===== src/rtl/dpe_wg_disasm_if.sv =====
// AXI-Stream style bus bundle shared by the disassembler input and output sides.
interface dpe_wg_disasm_if #(
  parameter int unsigned DATA_WIDTH = 128,
  parameter int unsigned USER_WIDTH = 5
) ();
  localparam int unsigned KEEP_WIDTH = DATA_WIDTH / 8;

  logic                  tvalid;
  logic                  tready;
  logic                  tlast;
  logic [DATA_WIDTH-1:0] tdata;
  logic [KEEP_WIDTH-1:0] tkeep;
  logic [USER_WIDTH-1:0] tuser;

  modport master (
    output tvalid, tlast, tdata, tkeep, tuser,
    input  tready
  );

  modport slave (
    input  tvalid, tlast, tdata, tkeep, tuser,
    output tready
  );
endinterface


===== src/rtl/dpe_wg_disasm.sv =====
// WireGuard ingress disassembler: validates Eth/IPv4/UDP headers, drops non-WireGuard
// frames, strips the 42-byte L2-L4 header and realigns the UDP payload to lane 0.
module dpe_wg_disasm #(
  parameter int unsigned DATA_WIDTH      = 128,
  parameter int unsigned INP_USER_WIDTH  = 5,
  parameter int unsigned OUTP_USER_WIDTH = 128,
  parameter logic [15:0] WG_PORT         = 16'd51820
) (
  input  logic            clk,
  input  logic            rst,
  dpe_wg_disasm_if.slave  inp,
  dpe_wg_disasm_if.master outp,
  output logic            fcr_idle
);

  localparam int unsigned KEEP_WIDTH = DATA_WIDTH / 8;
  localparam int unsigned CNT_W      = $clog2(KEEP_WIDTH + 1);
  localparam int unsigned RES_BYTES  = 6;
  localparam int unsigned RES_W      = RES_BYTES * 8;
  localparam int unsigned NEW_W      = DATA_WIDTH - RES_W;
  localparam int unsigned PAD_W      = 8 - INP_USER_WIDTH;
  localparam int unsigned HDR_TAIL   = KEEP_WIDTH - RES_BYTES;

  typedef enum logic [2:0] {HDR0, HDR1, HDR2, PASS, FLUSH, DROP} state_t;

  state_t                       state_q;
  logic [INP_USER_WIDTH-1:0]    src_if_q;
  logic [31:0]                  src_ip_q;
  logic [15:0]                  dst_hi_q;
  logic [OUTP_USER_WIDTH-1:0]   meta_q;
  logic [RES_W-1:0]             resid_q;
  logic [KEEP_WIDTH-1:0]        flush_keep_q;

  logic                         out_valid_q;
  logic                         out_last_q;
  logic [DATA_WIDTH-1:0]        out_data_q;
  logic [KEEP_WIDTH-1:0]        out_keep_q;
  logic [OUTP_USER_WIDTH-1:0]   out_user_q;

  logic [7:0]                   lane_c [KEEP_WIDTH];
  logic [CNT_W-1:0]             beat_bytes_c;
  logic                         hdr0_ok_c;
  logic                         hdr1_ok_c;
  logic                         hdr2_ok_c;
  logic                         out_free_c;
  logic                         inp_ready_c;
  logic                         in_hs_c;
  logic [OUTP_USER_WIDTH-1:0]   meta_hdr2_c;

  // Contiguous byte-enable mask with the low n lanes set.
  function automatic logic [KEEP_WIDTH-1:0] keep_ones(input logic [CNT_W-1:0] n);
    logic [KEEP_WIDTH-1:0] m;
    m = '0;
    for (int i = 0; i < KEEP_WIDTH; i++) begin
      if (i < int'(n)) m[i] = 1'b1;
    end
    return m;
  endfunction

  // Byte lanes, valid-byte count and per-word header checks for the current beat.
  always_comb begin
    beat_bytes_c = '0;
    for (int i = 0; i < KEEP_WIDTH; i++) begin
      lane_c[i]    = inp.tdata[8*i +: 8];
      beat_bytes_c = beat_bytes_c + CNT_W'(inp.tkeep[i]);
    end
    hdr0_ok_c = (lane_c[12] == 8'h08) && (lane_c[13] == 8'h00) && (lane_c[14] == 8'h45);
    hdr1_ok_c = (lane_c[7] == 8'h11);
    hdr2_ok_c = ({lane_c[4], lane_c[5]} == WG_PORT) &&
                (lane_c[10] >= 8'd1) && (lane_c[10] <= 8'd4) &&
                (beat_bytes_c > CNT_W'(HDR_TAIL));
    meta_hdr2_c = OUTP_USER_WIDTH'({16'h0000, lane_c[10], PAD_W'(0), src_if_q,
                                    lane_c[4], lane_c[5], lane_c[2], lane_c[3],
                                    dst_hi_q, lane_c[0], lane_c[1], src_ip_q});
  end

  // Input backpressure: header and drop states always accept, except a final HDR2 beat
  // that needs the output register; PASS waits for the output register; FLUSH never accepts.
  always_comb begin
    out_free_c  = !out_valid_q || outp.tready;
    inp_ready_c = 1'b0;
    unique case (state_q)
      HDR0, HDR1, DROP: inp_ready_c = 1'b1;
      HDR2:             inp_ready_c = !inp.tlast || out_free_c;
      PASS:             inp_ready_c = out_free_c;
      default:          inp_ready_c = 1'b0;
    endcase
    in_hs_c = inp.tvalid && inp_ready_c;
  end

  assign inp.tready  = inp_ready_c;
  assign outp.tvalid = out_valid_q;
  assign outp.tlast  = out_last_q;
  assign outp.tdata  = out_data_q;
  assign outp.tkeep  = out_keep_q;
  assign outp.tuser  = out_user_q;
  assign fcr_idle    = (state_q == HDR0) && !out_valid_q;

  // Header parse, payload realignment and the single-stage output register.
  always_ff @(posedge clk or posedge rst) begin
    if (rst) begin
      state_q      <= HDR0;
      src_if_q     <= '0;
      src_ip_q     <= '0;
      dst_hi_q     <= '0;
      meta_q       <= '0;
      resid_q      <= '0;
      flush_keep_q <= '0;
      out_valid_q  <= 1'b0;
      out_last_q   <= 1'b0;
      out_data_q   <= '0;
      out_keep_q   <= '0;
      out_user_q   <= '0;
    end else begin
      if (outp.tready) out_valid_q <= 1'b0;

      unique case (state_q)
        HDR0: begin
          if (in_hs_c) begin
            src_if_q <= inp.tuser;
            if (inp.tlast)       state_q <= HDR0;
            else if (!hdr0_ok_c) state_q <= DROP;
            else                 state_q <= HDR1;
          end
        end

        HDR1: begin
          if (in_hs_c) begin
            src_ip_q <= {lane_c[10], lane_c[11], lane_c[12], lane_c[13]};
            dst_hi_q <= {lane_c[14], lane_c[15]};
            if (inp.tlast)       state_q <= HDR0;
            else if (!hdr1_ok_c) state_q <= DROP;
            else                 state_q <= HDR2;
          end
        end

        HDR2: begin
          if (in_hs_c) begin
            meta_q  <= meta_hdr2_c;
            resid_q <= inp.tdata[DATA_WIDTH-1 -: RES_W];
            if (!hdr2_ok_c) begin
              state_q <= inp.tlast ? HDR0 : DROP;
            end else if (inp.tlast) begin
              // Whole message sits in this beat: send the residual directly.
              out_valid_q <= 1'b1;
              out_last_q  <= 1'b1;
              out_data_q  <= DATA_WIDTH'(inp.tdata[DATA_WIDTH-1 -: RES_W]);
              out_keep_q  <= keep_ones(beat_bytes_c - CNT_W'(HDR_TAIL));
              out_user_q  <= meta_hdr2_c;
              state_q     <= HDR0;
            end else begin
              state_q <= PASS;
            end
          end
        end

        PASS: begin
          if (in_hs_c) begin
            out_valid_q <= 1'b1;
            out_data_q  <= {inp.tdata[NEW_W-1:0], resid_q};
            out_user_q  <= meta_q;
            resid_q     <= inp.tdata[DATA_WIDTH-1 -: RES_W];
            if (!inp.tlast) begin
              out_last_q <= 1'b0;
              out_keep_q <= '1;
            end else if (beat_bytes_c <= CNT_W'(HDR_TAIL)) begin
              out_last_q <= 1'b1;
              out_keep_q <= keep_ones(CNT_W'(RES_BYTES) + beat_bytes_c);
              state_q    <= HDR0;
            end else begin
              // Tail spills past this word; one more word carries the leftover bytes.
              out_last_q   <= 1'b0;
              out_keep_q   <= '1;
              flush_keep_q <= keep_ones(beat_bytes_c - CNT_W'(HDR_TAIL));
              state_q      <= FLUSH;
            end
          end
        end

        FLUSH: begin
          if (out_free_c) begin
            out_valid_q <= 1'b1;
            out_last_q  <= 1'b1;
            out_data_q  <= DATA_WIDTH'(resid_q);
            out_keep_q  <= flush_keep_q;
            out_user_q  <= meta_q;
            state_q     <= HDR0;
          end
        end

        DROP: begin
          if (in_hs_c && inp.tlast) state_q <= HDR0;
        end

        default: state_q <= HDR0;
      endcase
    end
  end

endmodule


===== src/flat_wrapper.sv =====
// flat-port wrapper written by rule: the top's interface ports become plain ports
module dpe_wg_disasm_flat 
#(
  parameter int unsigned DATA_WIDTH      = 128,
  parameter int unsigned INP_USER_WIDTH  = 5,
  parameter int unsigned OUTP_USER_WIDTH = 128,
  parameter logic [15:0] WG_PORT         = 16'd51820
)
  (clk, rst, fcr_idle, inp_tvalid, inp_tlast, inp_tdata, inp_tkeep, inp_tuser, inp_tready, outp_tvalid, outp_tlast, outp_tdata, outp_tkeep, outp_tuser, outp_tready);
  dpe_wg_disasm_if #(.DATA_WIDTH(DATA_WIDTH), .USER_WIDTH(5)) inp_i ();
  dpe_wg_disasm_if #(.DATA_WIDTH(DATA_WIDTH), .USER_WIDTH(128)) outp_i ();
  input  logic clk;
  input  logic rst;
  output logic fcr_idle;
  input wire logic [$bits(inp_i.tvalid)-1:0] inp_tvalid;
  input wire logic [$bits(inp_i.tlast)-1:0] inp_tlast;
  input wire logic [$bits(inp_i.tdata)-1:0] inp_tdata;
  input wire logic [$bits(inp_i.tkeep)-1:0] inp_tkeep;
  input wire logic [$bits(inp_i.tuser)-1:0] inp_tuser;
  output wire logic [$bits(inp_i.tready)-1:0] inp_tready;
  output wire logic [$bits(outp_i.tvalid)-1:0] outp_tvalid;
  output wire logic [$bits(outp_i.tlast)-1:0] outp_tlast;
  output wire logic [$bits(outp_i.tdata)-1:0] outp_tdata;
  output wire logic [$bits(outp_i.tkeep)-1:0] outp_tkeep;
  output wire logic [$bits(outp_i.tuser)-1:0] outp_tuser;
  input wire logic [$bits(outp_i.tready)-1:0] outp_tready;
  assign inp_i.tvalid = inp_tvalid;
  assign inp_i.tlast = inp_tlast;
  assign inp_i.tdata = inp_tdata;
  assign inp_i.tkeep = inp_tkeep;
  assign inp_i.tuser = inp_tuser;
  assign inp_tready = inp_i.tready;
  assign outp_tvalid = outp_i.tvalid;
  assign outp_tlast = outp_i.tlast;
  assign outp_tdata = outp_i.tdata;
  assign outp_tkeep = outp_i.tkeep;
  assign outp_tuser = outp_i.tuser;
  assign outp_i.tready = outp_tready;
  dpe_wg_disasm #(.DATA_WIDTH(DATA_WIDTH), .INP_USER_WIDTH(INP_USER_WIDTH), .OUTP_USER_WIDTH(OUTP_USER_WIDTH), .WG_PORT(WG_PORT)) u_core (.clk(clk), .rst(rst), .inp(inp_i), .outp(outp_i), .fcr_idle(fcr_idle));
endmodule

===== config.mk =====
export PLATFORM = sky130hd
export DESIGN_NAME = dpe_wg_disasm_flat
export DESIGN_NICKNAME = d
export VERILOG_FILES = /design/src/rtl/dpe_wg_disasm_if.sv /design/src/rtl/dpe_wg_disasm.sv /design/src/flat_wrapper.sv
export SDC_FILE = /design/constraint.sdc
export NUM_CORES = 1
export LEC_CHECK = 0
export ABC_AREA = 0
export BUFFER_PORTS_ARGS = -buffer_cell sky130_fd_sc_hd__buf_2
export CORE_ASPECT_RATIO = 1.4
export CORE_MARGIN = 10
export CORE_UTILIZATION = 50
export DETAILED_ROUTE_END_ITERATION = 7
export GPL_ROUTABILITY_DRIVEN = 0
export HOLD_SLACK_MARGIN = 0.06
export PLACE_DENSITY = 0.86
export SETUP_SLACK_MARGIN = 0.1
export SLEW_MARGIN = 5
export SYNTH_ARGS = -nofsm -noshare
export SYNTH_HDL_FRONTEND = slang
export SYNTH_SLANG_ARGS = --single-unit
export TNS_END_PERCENT = 50

===== constraint.sdc =====
create_clock -name clk -period 16.3 [get_ports clk]
set_clock_uncertainty 0.2 [all_clocks]
set_input_delay 3.26 -clock clk [delete_from_list [all_inputs] [get_ports clk]]
set_output_delay 3.26 -clock clk [all_outputs]
set_load 0.1 [all_outputs]

### Yosys cells after proc, flatten, opt, wreduce, memory -nomap -nowiden

Index checks and enable logic that the tools add are counted.

* add/subtract/negate cells: 17
* $lt $le $gt $ge: 36
* equality and inequality tests: 18
* mux-type cells: 84
* bitwise operators: 1
* reduce and logical (&&, ||, !) cells: 24

Operators with widths (number)
* two-way mux 128 bit: 10
* one-hot mux 128 bit (3 select lines): 2
* two-way mux 16 bit: 7
* < comparator 4 x 5 -> 1 bit, first input constant: 16
* adder 5 x 1 -> 5 bit: 14
* one-hot mux 16 bit (3 select lines): 1
* two-way mux 1 bit: 45
* two-way mux 3 bit: 14
* < comparator 3 x 5 -> 1 bit, first input constant: 8
* < comparator 1 x 5 -> 1 bit, first input constant: 4
* < comparator 2 x 5 -> 1 bit, first input constant: 4
* one-hot mux 3 bit (6 select lines): 1
* equality test 16 bit, second input constant: 1
* != test 2 x 1 -> 1 bit, second input constant: 7
* one-hot mux 1 bit (3 select lines): 3
* equality test 8 x 4 -> 1 bit, second input constant: 1
* equality test 8 x 5 -> 1 bit, second input constant: 1
* equality test 8 x 7 -> 1 bit, second input constant: 1
* >= comparator 8 x 1 -> 1 bit, second input constant: 1
* less-or-equal comparator 8 x 3 -> 1 bit, second input constant: 1
* logical AND 1 bit: 8
* logical NOT 8 bit: 1
* AND reduction 2 bit: 4
* AND reduction 7 bit: 1
* other kinds (19): 24

* bits in registers: 503
* input port bits: 154

### Logic depth before layout (Yosys ltp)

Gate-level depths: netlist of the first run.

* depth in word-level cells: 22
* mapped depth: 22
* gate-level depth less buffers: 18

### Least setup slack after synthesis of the first run

OpenSTA, ideal clock, no wires.

* path kind: input port to flip-flop
* from: in inp_tkeep[0]
* to: reg u_core.out_data_q[0] (netlist: u_core.outp.tdata[0])
* setup time: 0.126 ns
* arrival time: 8.408 ns
* data required time: 15.974 ns
* setup slack: 7.567 ns
* stages on the path: 20
* buffers on the path: 4
* cell sequence: ha_1 -> inv_1 -> fa_1 -> fa_1 -> fa_1 -> fa_1 -> fa_1 -> fa_1 -> xor2_1 -> ha_1 -> buf_2 -> a21oi_1 -> and2_1 -> mux2_2 -> o21ai_1 -> a21oi_1 -> buf_2 -> buf_2 -> buf_4 -> mux2i_1

* cells in the longest elaborated chain, start to end: 19

RTL lines
* start: declaration: RTL line flat_wrapper.sv:18 `input wire logic [$bits(inp_i.tkeep)-1:0] inp_tkeep;`
* adder 1 x 1 -> 2 bit: RTL line dpe_wg_disasm.sv:65 `beat_bytes_c = beat_bytes_c + CNT_W'(inp.tkeep[i]);`
* adder 5 x 1 -> 5 bit (14 in series): RTL line dpe_wg_disasm.sv:65
* > comparator 5 x 4 -> 1 bit: RTL line dpe_wg_disasm.sv:71 `(beat_bytes_c > CNT_W'(HDR_TAIL));`
* logical AND 1 bit: RTL line dpe_wg_disasm.sv:70 `(lane_c[10] >= 8'd1) && (lane_c[10] <= 8'd4) &&`
* != test 2 x 1 -> 1 bit (no source line)
* AND reduction 6 bit (no source line)
* end signal: assignment: RTL line dpe_wg_disasm.sv:147 `out_data_q <= DATA_WIDTH'(inp.tdata[DATA_WIDTH-1 -: RES_W]);`
* end signal: assignment: RTL line dpe_wg_disasm.sv:160 `out_data_q <= {inp.tdata[NEW_W-1:0], resid_q};`
* end signal: assignment: RTL line dpe_wg_disasm.sv:184 `out_data_q <= DATA_WIDTH'(resid_q);`
* end: declaration: RTL line dpe_wg_disasm.sv:36 `logic [DATA_WIDTH-1:0] out_data_q;`

No other way between the ends.
A chain may end at the register's enable or synchronous reset.

### Worst setup path in the final report of the first run

* from: in inp_tkeep[0]
* to: reg u_core.out_keep_q[11] (netlist: u_core.outp.tkeep[11])

* cells in the longest elaborated chain, start to end: 22
* elaborated cells on any way between the ends: 33
* classes of those cells: add/sub (17); order compare (4); eq/ne (1); mux (9); reduce/logical (2)

RTL lines
* adder 1 x 1 -> 2 bit (*): RTL line dpe_wg_disasm.sv:65
* adder 5 x 1 -> 5 bit (*) (14 in series): RTL line dpe_wg_disasm.sv:65
* adder 3 x 5 -> 5 bit or subtractor 5 x 4 -> 5 bit (tied branches): RTL line dpe_wg_disasm.sv:168, dpe_wg_disasm.sv:148
* < comparator 4 x 5 -> 1 bit: RTL line dpe_wg_disasm.sv:55 `if (i < int'(n)) m[i] = 1'b1;`
* two-way mux 1 bit: RTL line dpe_wg_disasm.sv:55
* two-way mux 16 bit (on tied branches): RTL line dpe_wg_disasm.sv:166, dpe_wg_disasm.sv:143
* two-way mux 16 bit (on tied branches): RTL line dpe_wg_disasm.sv:163, dpe_wg_disasm.sv:141
* two-way mux 16 bit (on tied branches): RTL line dpe_wg_disasm.sv:158, dpe_wg_disasm.sv:138
* one-hot mux 16 bit (3 select lines): RTL line dpe_wg_disasm.sv:117 `unique case (state_q)`
* end signal: assignment: RTL line dpe_wg_disasm.sv:148 `out_keep_q <= keep_ones(beat_bytes_c - CNT_W'(HDR_TAIL));`
* end signal: assignment: RTL line dpe_wg_disasm.sv:168 `out_keep_q <= keep_ones(CNT_W'(RES_BYTES) + beat_bytes_c);`
* end signal: assignment: RTL line dpe_wg_disasm.sv:185 `out_keep_q <= flush_keep_q;`
* end: declaration: RTL line dpe_wg_disasm.sv:37 `logic [KEEP_WIDTH-1:0] out_keep_q;`

Every way passes the cells marked *; elsewhere a longest branch is shown, timed or not. The select of a mux whose other input is x is not followed.

==> results.toml, run 1 <==
[status]
outcome = "complete, no violations"

[floorplan]
initial_core_util = 0.5031
rows = 90
core_um2 = 42900
die_area_um2 = 52000
die_height_um = 265.9
die_x_um = 195.6
io_pins = 430

[synth]
syn_avg_cell_area_um2 = 10.68
netlist_instances = 2021
synth_largest_area_cell = "dfrtp_1"
synth_edf_count = 0
synth_compound_area_frac = 0.1090
seq_area_frac_synth = 0.5611
synthFlopType = "dfrtp_1"
yosys_warnings = 0
synth_area_leaders = "dfrtp_1, mux2_2, nand2_1"
synth_xor_area_frac = 0.002434
synth_top_area_frac = 0.5611
syn-cell-area_um2 = 21590
synth_top_family_by_area = "multiplexers"
synthMuxAreaShare = 0.1566
synth_cell_type_count = 54
synthArstFlopShare = 1.000
ys_seq_elements = 484
synthAdderAreaFrac = 0.01507
synthSimpleGateAreaFrac = 0.09871

[sta]
fin_ws_ns = 6.160
final-hold-violation-count = 0
layout_min_cycle_time_ns = 10.14
maxSlewHeadroom = 0.1858
fmax_mhz = 98.62
finalSetupViolations = 0
tightest_slew_ns = 1.208
fin_crit_sh = 0.6221
rsz0062_at_grt = "no"
slew_violations = 0
tns_ns = 0

[final_layout]
drive_above_1_share = 0.3077
instances_no_fill = 2950
fin_util = 0.5958
synthToLayoutAreaGrowth_pct = 18.42
design_area_um2 = 25560
nets = 2531

[detailed_routing]
routed.top_layer = "met5"
drt_iter0_markers = 1286
vias_per_cell = 5.772
route.detailed.drc = 0
route.met3.wl_um = 4120
num_vias = 17030
wl_met1_um = 22810
routed_wirelength_um = 62740
antenna_left = 0
routedWlPerCell_um = 21.27
met2_length_um = 31950
firstDrtPassIters = 5

[clocking]
cts_resized = 0
cts_setup_buffers = 0
cts-root-buf = "clkbuf_16"
cts_buffers = 47
htree_levels = 2
cts_num_sinks = 484
cts_hold_buf = 0
clock_latency_ns = 0.55
cts_tree = "built"
cts_max_path_buffers = 3
clk_pin_slew_ns = 0.06

[global_route]
grtUsageTotal = 0.2304
antenna_found_initial = 5
grt_pass1_vias = 17740
grt_pass1_wl_um = 97840
grt_max_degree = 182
gr-total-overflow = 0

[critical_path]
critical_path_class = "input port to flop"
r2r_slack_ns = 11.75
arrival_ns = 10.31
path_max_fanout = 168
cp.required_ns = 16.47
cp-end-kind = "flop"
cp-start-kind = "input port"

[pwr]
power_density_nw_per_um2 = 229.1
power_leakage_uw = 0.01210
peakVddDrop_mv = 0.1934

[min_path]
min_path_type = "flop to flop"

[placed_design]
dp.cells = 2860
pre_cts_slack_ns = 5.631
placed_cell_area_um2 = 23900
dp_hpwl_um = 42070
port_buffers = 410

[job]
drv_cap = 0
synthesized netlist by cell type (2+ instances only):
cell type and n:
mux2_2 213, o21ai_0 10, a21o_1 3, nor4bb_1 3, nand4_1 3, and2_1 11, ha_1 10, mux2i_1 98
and3_1 4, a41oi_1 7, or2_2 2, nor4_1 7, nand3b_1 2, a21oi_1 189, a31oi_1 166, a2111oi_0 3
nor3_1 5, xnor2_1 5, buf_4 25, nand4b_1 4, nand3_1 13, clkbuf_1 94, nor2_1 33, buf_1 2
nor4b_1 4, o32a_1 2, nor2b_1 5, buf_2 39, and3b_1 3, dfrtp_1 484, o211ai_1 4, o221ai_1 2
inv_1 127, nand2_1 399, a211oi_1 6, o221a_2 2, o21ai_1 3, fa_1 10, nand2b_1 4
cells by family after synthesis:
logic type | count (synthesis)
flip-flops | 484
AO/OA/AOI/OAI | 404
buffers and inverters | 288
other | 1
AND/OR/NAND/NOR | 507
adder cells (fa/ha/maj) | 20
XOR/XNOR | 6
multiplexers | 311
routing by layer:
metal | global-route usage | vias to the layer above
met5 | 0 | -
met4 | 0.1361 | 4
met3 | 0.04444 | 209
met2 | 0.3955 | 753
met1 | 0.2618 | 8496
li1 | - | 7566
where the power goes:
group / total [uW] / switching [uW] / internal [uW]
combinational: 3000 / 2460 / 547
sequential: 1710 / 207 / 1500
clock: 1140 / 466 / 678
total: 5860 / 3130 / 2730
layout make-up:
| type | count | area (um2) |
|---|---|---|
| inverter | 127 | 480.5 |
| multi-input combinational | 1267 | 8394 |
| antenna | 3 | 7.507 |
| clock inverter | 12 | 157.7 |
| fill | 3345 | 17340 |
| tap | 552 | 690.7 |
| sequential | 484 | 12110 |
| timing repair buffer | 430 | 2227 |
| clock buffer | 75 | 1494 |
state kept, by name, indices dropped and copies added, names as in the netlist:
signal and flops:
u_core.outp.tdata 128, u_core.src_if_q 5, u_core.outp.tkeep 16, u_core.outp.tuser 109
u_core.outp.tlast 1, u_core.state_q 3, u_core.outp.tvalid 1, u_core.flush_keep_q 16
u_core.resid_q 48, u_core.dst_hi_q 16, u_core.meta_q 109, u_core.src_ip_q 32
critical path, cell delays in order:
cell and delay [ns]:
buf_2 0.10, ha_1 0.30, inv_1 0.08, fa_1 0.43, fa_1 0.49, fa_1 0.53
fa_1 0.43, fa_1 0.42, fa_1 0.44, xor2_1 0.22, ha_1 0.41, a21oi_1 0.38
nor2b_1 0.24, mux2_2 0.22, o21ai_1 0.20, a21oi_4 0.24, buf_12 0.69, buf_4 0.89
a41oi_1 0.23
placed cells by master, fill, tap and decap left out, drive strengths merged, types with 3 or more instances in the layout:
cell / Yosys / final
and3b: 3 / 3
nand2: 399 / 399
nor4b: 5 / 5
clkbuf: 94 / 75
conb: 1 / 19
clkinv: 0 / 4
a31oi: 166 / 166
nor3: 5 / 5
and3: 4 / 4
dfrtp: 484 / 484
ha: 10 / 10
nand3: 13 / 13
nor4bb: 3 / 3
fa: 10 / 10
diode: 0 / 3
nand4: 3 / 3
a2111oi: 3 / 3
o21ai: 13 / 13
nand2b: 4 / 4
mux2i: 98 / 98
and2: 11 / 11
nor4: 7 / 7
buf: 67 / 430
bufinv: 0 / 3
a211oi: 6 / 6
nand4b: 4 / 4
o211ai: 4 / 4
a41oi: 7 / 7
a21oi: 190 / 190
nor2b: 5 / 5
inv: 127 / 129
a21o: 3 / 3
clkinvlp: 0 / 3
mux2: 213 / 213
nor2: 33 / 33
xnor2: 5 / 5
path summary, 6_finish.rpt:
| kind | startpoint | end | cells after the start |
|---|---|---|---|
| setup / recovery | inp_tkeep[0] | u_core.outp.tkeep[11] | 19 |
| hold / removal | u_core.meta_q[4] | u_core.meta_q[4] | 1 |
| setup reg to reg | u_core.state_q[1] | u_core.outp.tdata[19] | 7 |
| hold reg to reg | u_core.meta_q[4] | u_core.meta_q[4] | 1 |
| max in group asynchronous | rst | u_core.outp.tuser[50] | 5 |
| min in group asynchronous | rst | u_core.outp.tdata[78] | 2 |
stage by stage:
step           power [uW]  hold slack [ns]
3_3_place_gp         4639           0.2866
2_1_floorplan        4106           0.2793
6_report             5856           0.3072
5_1_grt              6092           0.3175
4_1_cts              5871           0.3071
3_5_place_dp         4713           0.2932
No activity file was read; power rests on OpenSTA's default activity.
==> run 2, diff against run 1 <==
==> constraint.sdc (replaced) <==
create_clock -name clk -period 8.58 [get_ports clk]
set_clock_uncertainty 0.2 [all_clocks]
set_input_delay 1.716 -clock clk [delete_from_list [all_inputs] [get_ports clk]]
set_output_delay 1.716 -clock clk [all_outputs]
set_load 0.1 [all_outputs]
==> results.toml, run 2 (synthesis results as in run 1) <==
[critical_path]
r2r_slack_ns = 4.44
cp.required_ns = 8.84
cp-end-kind = "flop"
arrival_ns = 8.10
r2r_cells = 7
cpPeakStageDelay_ns = 0.56
cp_common_cell = "fa_1"
cpMaxStageDelayCell = "ha_1"
crit_path_cell_trace = "buf_2 -> ha_1 -> inv_1 -> fa_1 -> fa_1 -> fa_1 -> fa_1 -> fa_1 -> fa_1 -> xor2_1 -> ha_1 -> a21oi_1 -> and2_1 -> mux2_2 -> o21ai_1 -> a21oi_4 -> buf_12 -> a31oi_1"
critical_path_class = "input port to flop"
path_max_fanout = 176
r2r_start = "u_core.state_q[1]"
crit-reg2reg-capture = "u_core.outp.tuser[13]"
cp-start-kind = "input port"

[floorplan]
die_x_um = 195.6
rows = 90
die_area_um2 = 52000
core_um2 = 42900
io_pins = 430
die_height_um = 265.9
initial_core_util = 0.5031

[clocking]
clk_pin_slew_ns = 0.07
cts_tree = "built"
cts_num_sinks = 484
clock_latency_ns = 0.56
htree_levels = 2
cts_max_path_buffers = 3
cts_setup_buffers = 0
cts_resized = 0
cts_buffers = 46
cts-root-buf = "clkbuf_16"
cts_hold_buf = 0

[final_layout]
largest_reg_flops = 128
drive_above_1_share = 0.3081
nFillCells = 3336
nets = 2531
mostFrequentLayoutCell = "dfrtp_1"
fin_util = 0.5959
mostFrequentLayoutCells = "dfrtp_1, buf_2, nand2_1"
design_area_um2 = 25570
synthToLayoutAreaGrowth_pct = 18.44

[sta]
finalSetupViolations = 0
fmax_mhz = 127.5
maxSlewHeadroom = 0.2333
final-hold-violation-count = 0
slew_violations = 0
fin_crit_sh = 0.9142
hold_ws_ns = 0.3058
layout_min_cycle_time_ns = 7.844
tns_ns = 0
tightest_slew_ns = 1.138
rsz0062_at_grt = "no"

[global_route]
antenna_found_initial = 6
grt_max_degree = 177
grt_pass1_wl_um = 100100
grtUsageTotal = 0.2355
gr-total-overflow = 0
grt_pass1_vias = 17990

[detailed_routing]
antenna_left = 0
vias_per_cell = 5.834
route.detailed.drc = 0
routedWlPerCell_um = 21.51
routed_wirelength_um = 63420
num_vias = 17210
firstDrtPassIters = 5
drt_iter0_markers = 1393

[pwr]
power_density_nw_per_um2 = 434.4
peakVddDrop_mv = 0.3789
power_leakage_uw = 0.01208

[min_path]
hold_depth = 1
min_path_type = "flop to flop"
hold_end = "u_core.resid_q[8]"
min_from = "u_core.resid_q[8]"

[job]
drv_cap = 0

[status]
outcome = "complete, no violations"

[placed_design]
placed_cell_area_um2 = 23970
port_buffers = 410
dp_hpwl_um = 42010
-- run 2: area by class of cell --
class	instances	area, um2	area share
sequential	484	12110	0.4737
multi-input combinational	1267	8394	0.3283
timing repair buffer	431	2297	0.08985
clock buffer	62	1323	0.05172
tap	552	690.7	0.02701
inverter	127	480.5	0.01879
clock inverter	21	259.0	0.01013
antenna	5	12.51	0.0004894
-- run 2: worst max path at each step --
stage / to / from / cells past startpoint
finish: u_core.outp.tuser[63] / inp_tkeep[0] / 18
global route: u_core.outp.tuser[63] / inp_tkeep[0] / 18
global placement: u_core.outp.tkeep[9] / inp_tkeep[0] / 18
floorplan: u_core.dst_hi_q[0] / rst / 1
CTS: u_core.outp.tuser[63] / inp_tkeep[0] / 18
detailed placement: u_core.outp.tdata[110] / inp_tkeep[0] / 18
-- run 2: where the power goes --
| group | total [uW] | switching [uW] | internal, uW | leakage, uW |
|---|---|---|---|---|
| Clock | 2120 | 881 | 1240 | 0.000771 |
| Sequential | 3260 | 406 | 2850 | 0.00613 |
| Combinational | 5730 | 4690 | 1040 | 0.00518 |
-- run 2: metal layers --
| layer | wire, um | up-vias | GRT usage |
|---|---|---|---|
| li1 | - | 7566 | - |
| met2 | 32020 | 795 | 0.3990 |
| met4 | 3830 | 4 | 0.1394 |
| met3 | 4398 | 211 | 0.04683 |
| met5 | 34 | - | 0 |
| met1 | 23130 | 8629 | 0.2714 |
-- run 2: stage by stage --
step	std cells	power [uW]	worst slack [ns]
final	2949	11110	0.7361
after global routing	2948	11570	0.5460
after CTS	2944	11120	0.9329
after detailed placement	2861	8963	0.4254
after global placement	2861	8817	0.5715
after floorplan	2039	7799	0.1033
-- run 2: critical path, delay by kind of cell --
| family | cells | cell delay (ns) |
|---|---|---|
| multiplexers | 1 | 0.30 |
| XOR/XNOR | 1 | 0.41 |
| buffers and inverters | 3 | 0.49 |
| AO/OA/AOI/OAI | 4 | 1.16 |
| AND/OR/NAND/NOR | 1 | 0.22 |
| adder cells (fa/ha/maj) | 8 | 3.53 |
